### config.mk
export PLATFORM = sky130hd
export DESIGN_NAME = addsub_arbiter
export DESIGN_NICKNAME = d
export VERILOG_FILES = /design/src/rtl/addsub_arbiter.sv
export SDC_FILE = /design/constraint.sdc
export NUM_CORES = 1
export LEC_CHECK = 0
export ABC_CLOCK_PERIOD_IN_PS = 2500
export BUFFER_PORTS_ARGS = -buffer_cell sky130_fd_sc_hd__buf_2
export CAP_MARGIN = 15
export CORE_MARGIN = 2
export CORE_UTILIZATION = 40
export CTS_CLUSTER_SIZE = 25
export DETAILED_ROUTE_END_ITERATION = 10
export PLACE_DENSITY = 0.61
export SLEW_MARGIN = 25
export SYNTH_ARGS = -nofsm -noshare
export SYNTH_HDL_FRONTEND = slang
export SYNTH_HIERARCHICAL = 1
export SYNTH_SLANG_ARGS = --single-unit
### constraint.sdc
create_clock -name clk -period 2.5 [get_ports clk]
set_input_delay 0.125 -clock clk [delete_from_list [all_inputs] [get_ports clk]]
set_output_delay 0.125 -clock clk [all_outputs]
set_load 0.005 [all_outputs]
### src/rtl/addsub_arbiter.sv
// Round-robin two-port front end for a single shared 8-bit adder/subtractor.
// One operation in flight at a time: accept (IDLE), compute (EXEC), hold result until taken (RESP).

module adder8 (
    input  logic [7:0] a,
    input  logic [7:0] b,
    input  logic       cin,
    output logic [7:0] s,
    output logic       cout
);
    logic [8:0] sum;

    assign sum  = 9'({1'b0, a}) + 9'({1'b0, b}) + 9'(cin);
    assign s    = sum[7:0];
    assign cout = sum[8];
endmodule

module addsub_arbiter #(
    parameter int unsigned RR_INIT = 0
) (
    input  logic       clk,
    input  logic       rst_n,
    input  logic       req_valid0,
    input  logic       req_valid1,
    output logic       req_ready0,
    output logic       req_ready1,
    input  logic [7:0] req_a0,
    input  logic [7:0] req_a1,
    input  logic [7:0] req_b0,
    input  logic [7:0] req_b1,
    input  logic       req_sub0,
    input  logic       req_sub1,
    output logic       rsp_valid0,
    output logic       rsp_valid1,
    input  logic       rsp_ready0,
    input  logic       rsp_ready1,
    output logic [7:0] rsp_s,
    output logic       rsp_cout
);
    typedef enum logic [1:0] {IDLE, EXEC, RESP} state_t;

    state_t     state_q, state_d;
    logic       prio_q, prio_d;
    logic       gnt_q;
    logic [7:0] a_q, b_q;
    logic       sub_q;
    logic [7:0] s_q;
    logic       cout_q;
    logic       rv0_q, rv0_d, rv1_q, rv1_d;

    logic       grant;
    logic       accept;
    logic       load_rsp;
    logic       ready0, ready1;

    logic [7:0] add_b;
    logic [7:0] add_s;
    logic       add_cout;

    // Subtract as a + ~b + 1; carry out of that sum is the inverse of the borrow.
    assign add_b = sub_q ? ~b_q : b_q;

    adder8 u_adder8 (
        .a    (a_q),
        .b    (add_b),
        .cin  (sub_q),
        .s    (add_s),
        .cout (add_cout)
    );

    // Next-state, grant and handshake decode.
    always_comb begin
        state_d  = state_q;
        prio_d   = prio_q;
        rv0_d    = rv0_q;
        rv1_d    = rv1_q;
        grant    = prio_q;
        accept   = 1'b0;
        load_rsp = 1'b0;
        ready0   = 1'b0;
        ready1   = 1'b0;
        case (state_q)
            IDLE: begin
                if (req_valid0 && req_valid1) grant = prio_q;
                else                          grant = req_valid1;
                if (req_valid0 || req_valid1) begin
                    ready0  = ~grant;
                    ready1  = grant;
                    accept  = 1'b1;
                    state_d = EXEC;
                end
            end
            EXEC: begin
                load_rsp = 1'b1;
                rv0_d    = ~gnt_q;
                rv1_d    = gnt_q;
                state_d  = RESP;
            end
            RESP: begin
                if (gnt_q ? rsp_ready1 : rsp_ready0) begin
                    rv0_d   = 1'b0;
                    rv1_d   = 1'b0;
                    prio_d  = ~gnt_q;
                    state_d = IDLE;
                end
            end
            default: state_d = IDLE;
        endcase
    end

    // Control state.
    always_ff @(posedge clk or negedge rst_n) begin
        if (!rst_n) begin
            state_q <= IDLE;
            prio_q  <= 1'(RR_INIT);
            rv0_q   <= 1'b0;
            rv1_q   <= 1'b0;
        end else begin
            state_q <= state_d;
            prio_q  <= prio_d;
            rv0_q   <= rv0_d;
            rv1_q   <= rv1_d;
        end
    end

    // Operand capture on accept, result capture at the end of EXEC.
    always_ff @(posedge clk or negedge rst_n) begin
        if (!rst_n) begin
            gnt_q  <= 1'b0;
            a_q    <= 8'h00;
            b_q    <= 8'h00;
            sub_q  <= 1'b0;
            s_q    <= 8'h00;
            cout_q <= 1'b0;
        end else begin
            if (accept) begin
                gnt_q <= grant;
                a_q   <= grant ? req_a1   : req_a0;
                b_q   <= grant ? req_b1   : req_b0;
                sub_q <= grant ? req_sub1 : req_sub0;
            end
            if (load_rsp) begin
                s_q    <= add_s;
                cout_q <= add_cout ^ sub_q;
            end
        end
    end

    // Ready is combinational by interface contract; held low while reset is asserted.
    assign req_ready0 = rst_n & ready0;
    assign req_ready1 = rst_n & ready1;
    assign rsp_valid0 = rv0_q;
    assign rsp_valid1 = rv1_q;
    assign rsp_s      = s_q;
    assign rsp_cout   = cout_q;
endmodule

==> results.json <==
{
  "status": "completed",
  "synth_edf_count": 0,
  "via_count": 1792,
  "drv_slew": 0,
  "wire_per_inst_um": 14.9,
  "setup_tns_ps": 0,
  "syn_nets": 261,
  "routed_via_density": 5.48,
  "nets": 306,
  "overflow": 0,
  "rows": 26,
  "initialDrtViolationCount": 86,
  "max_freq_mhz": 424,
  "clkSinkCount": 32,
  "syn2layout_area_growth_pct": 14.1,
  "design.portCount": 53,
  "drc": 0,
  "antenna_found_initial": 0,
  "cts_max_level": 2,
  "finalSetupViolCount": 0,
  "synthMuxAreaShare": 0.0464,
  "n_antenna_cell": 0,
  "async_flop_share": 1.00,
  "seq_area_frac_synth": 0.371,
  "synth_fa_ha_area_frac": 0.0591,
  "synth_top_cell_by_area": "dfrtp_1",
  "initial_utilization": 0.417,
  "synth_top_family_by_area": "compound AO/OA/AOI/OAI gates",
  "hold_viol_final": 0,
  "cts.root.buffer_cell": "clkbuf_8",
  "ys_seq_elements": 32,
  "skew_ps": 3.63,
  "min_path_type": "primary input to register",
  "ys_warn_count": 6,
  "synthSimpleGateAreaFrac": 0.125,
  "drive_gt1_frac": 0.272,
  "wl_um": 4870,
  "core_sq_mm": 0.00517,
  "placed_cell_area_sq_mm": 0.00236,
  "portBuffers": 52,
  "yosys-top-cells-count": "o2111ai_1, dfrtp_1, nand3_1, o21ai_1, xor2_1",
  "r2r_slack_ps": 140,
  "crit_path_max_fanout": 2,
  "place.detailed.hpwl_um": 3620,
  "cts_tree": "built",
  "die_h_um": 77.5,
  "dieArea_sq_mm": 0.00600,
  "p_leak_nw": 1.12,
  "rsz0062_at_grt": "false",
  "synthCells": 212,
  "cp-end-kind": "register",
  "cts_made_buffers": 5,
  "die_x_um": 77.5,
  "yosysMostFrequentCell": "o2111ai_1",
  "synth_top_area_frac": 0.371,
  "grt_use_total": 0.174,
  "pwr_density_cell_mw_per_mm2": 1460,
  "yosys.area_share.xor_xnor": 0.0528,
  "avgSynthCellArea_sq_um": 10.2,
  "clk_latency_ps": 280,
  "ir_worst_vdd_uv": 460,
  "antenna_left": 0,
  "gp_congestion": 0.822,
  "syn_area_sq_mm": 0.00216,
  "worstSetupPathType": "register to register",
  "dr.pass1.iters": 4,
  "crit_arrival_ps": 2510,
  "worstMarginPinSlew_ps": 730,
  "period_share": 0.943,
  "grt_max_degree": 38,
  "grt_pass1_vias": 1679,
  "path_clk_slew_ps": 70,
  "fin_area_sq_mm": 0.00246,
  "synth_cell_types": 40,
  "synth.area.top_cells": "dfrtp_1, o2111ai_1, nand3_1",
  "clock_path_buffers": 2,
  "synth_compound_area_frac": 0.252,
  "cts_resized": 0,
  "start_kind": "register",
  "grt_pass1_wl_um": 8250,
  "relSlewSlack": 0.512,
  "synthFlopType": "dfrtp_1",
  "period_needed_ps": 2360,
  "crit_required_ps": 2660,
  "cap_violations": 0
}
-- report_power, final --
part | total [W] | internal (W) | switching, W | leakage, nW
combinational | 0.00216 | 0.000986 | 0.00117 | 0.680
sequential | 0.00101 | 0.000786 | 0.000222 | 0.386
clock | 0.000431 | 0.000245 | 0.000186 | 0.0503
total | 0.00359 | 0.00202 | 0.00158 | 1.12
-- layout make-up --
cell class	instances	area (sq um)
clock buffers	7	96.3
fillers	504	2710
inverters	8	30.0
multi-input cells	154	1150
flip-flops and latches	32	801
well taps	70	87.6
repair buffers	56	293
-- kinds of logic after synthesis --
logic type,Yosys count
DFF,32
and+or+nand+nor,49
AOI/OAI and AO/OA,74
muxes,9
buffers and inverters,26
adders and majority gates,9
xor gates and xnor gates,13
-- critical path: stages, from the launching register on --
cell and delay [ps]:
dfrtp_1 380, xor2_1 180, fa_1 450, fa_1 420
a21oi_1 210, nor2_1 70, nor2_1 170, o21ai_0 140
xnor2_1 140, a21oi_1 80
-- state kept, by name, indices dropped and copies added (netlist names) --
| register | count |
|---|---|
| prio_q | 1 |
| gnt_q | 1 |
| b_q | 8 |
| state_q | 2 |
| rsp_valid1 | 1 |
| rsp_valid0 | 1 |
| sub_q | 1 |
| a_q | 8 |
| rsp_s | 8 |
| rsp_cout | 1 |
-- layout by cell type (no fill, tap or decap), types with 2 or more instances in the layout --
cell type / count
a21o_1: 3
a21oi_1: 9
a221oi_1: 2
a311o_1: 2
buf_2: 52
buf_4: 3
clkbuf_8: 7
dfrtp_1: 32
fa_1: 2
ha_1: 7
inv_1: 4
inv_2: 4
mux2_1: 8
nand2_1: 8
nand2b_1: 3
nand3_1: 20
nand3b_1: 2
nor2_1: 4
nor2_4: 2
nor2b_1: 3
nor3_1: 2
o2111ai_1: 34
o21ai_1: 18
xnor2_1: 3
xor2_1: 10
-- path summary, 6_finish.rpt --
path | from | end | depth (start not counted)
setup reg to reg | sub_q$_DFFE_PN0P_ | rsp_cout$_DFFE_PN0P_ | 9
hold reg to reg | rsp_s[1]$_DFFE_PN0P_ | rsp_s[1]$_DFFE_PN0P_ | 1
max in group asynchronous | rst_n | a_q[3]$_DFFE_PN0P_ | 3
min in group asynchronous | rst_n | rsp_valid0$_DFFE_PN0P_ | 2
setup / recovery | sub_q$_DFFE_PN0P_ | rsp_cout$_DFFE_PN0P_ | 9
hold / removal | req_b0[1] | b_q[1]$_DFFE_PN0P_ | 3
-- per-stage QoR --
stage | utilization | total power (W) | hold slack [ps] | setup slack [ps] | instances
CTS | 0.476 | 0.00362 | 124 | 166 | 327
floorplan | - | 0.00282 | -171 | 143 | 212
finish | 0.476 | 0.00359 | 135 | 143 | 327
detailed placement | 0.455 | 0.00316 | -39.3 | 181 | 319
global route | 0.476 | 0.00396 | 143 | 55.2 | 327
global placement | 0.455 | 0.00315 | -38.4 | 200 | 319
-- per-layer routing --
| layer | up-vias | part of all wire | global-route usage |
|---|---|---|---|
| met5 | - | 0 | 0 |
| met4 | 0 | 0.0082 | 0.0643 |
| met3 | 2 | 0.053 | 0.0372 |
| met2 | 49 | 0.44 | 0.254 |
| met1 | 829 | 0.50 | 0.252 |
| li1 | 912 | - | - |
-- repair_timing --
action                                 CTS  global route
hold buffers                             1             0
setup endpoints to repair                0             0
setup buffers                            0             0
endpoints found under the hold margin   17             0
No activity file was read; power rests on OpenSTA's default activity.
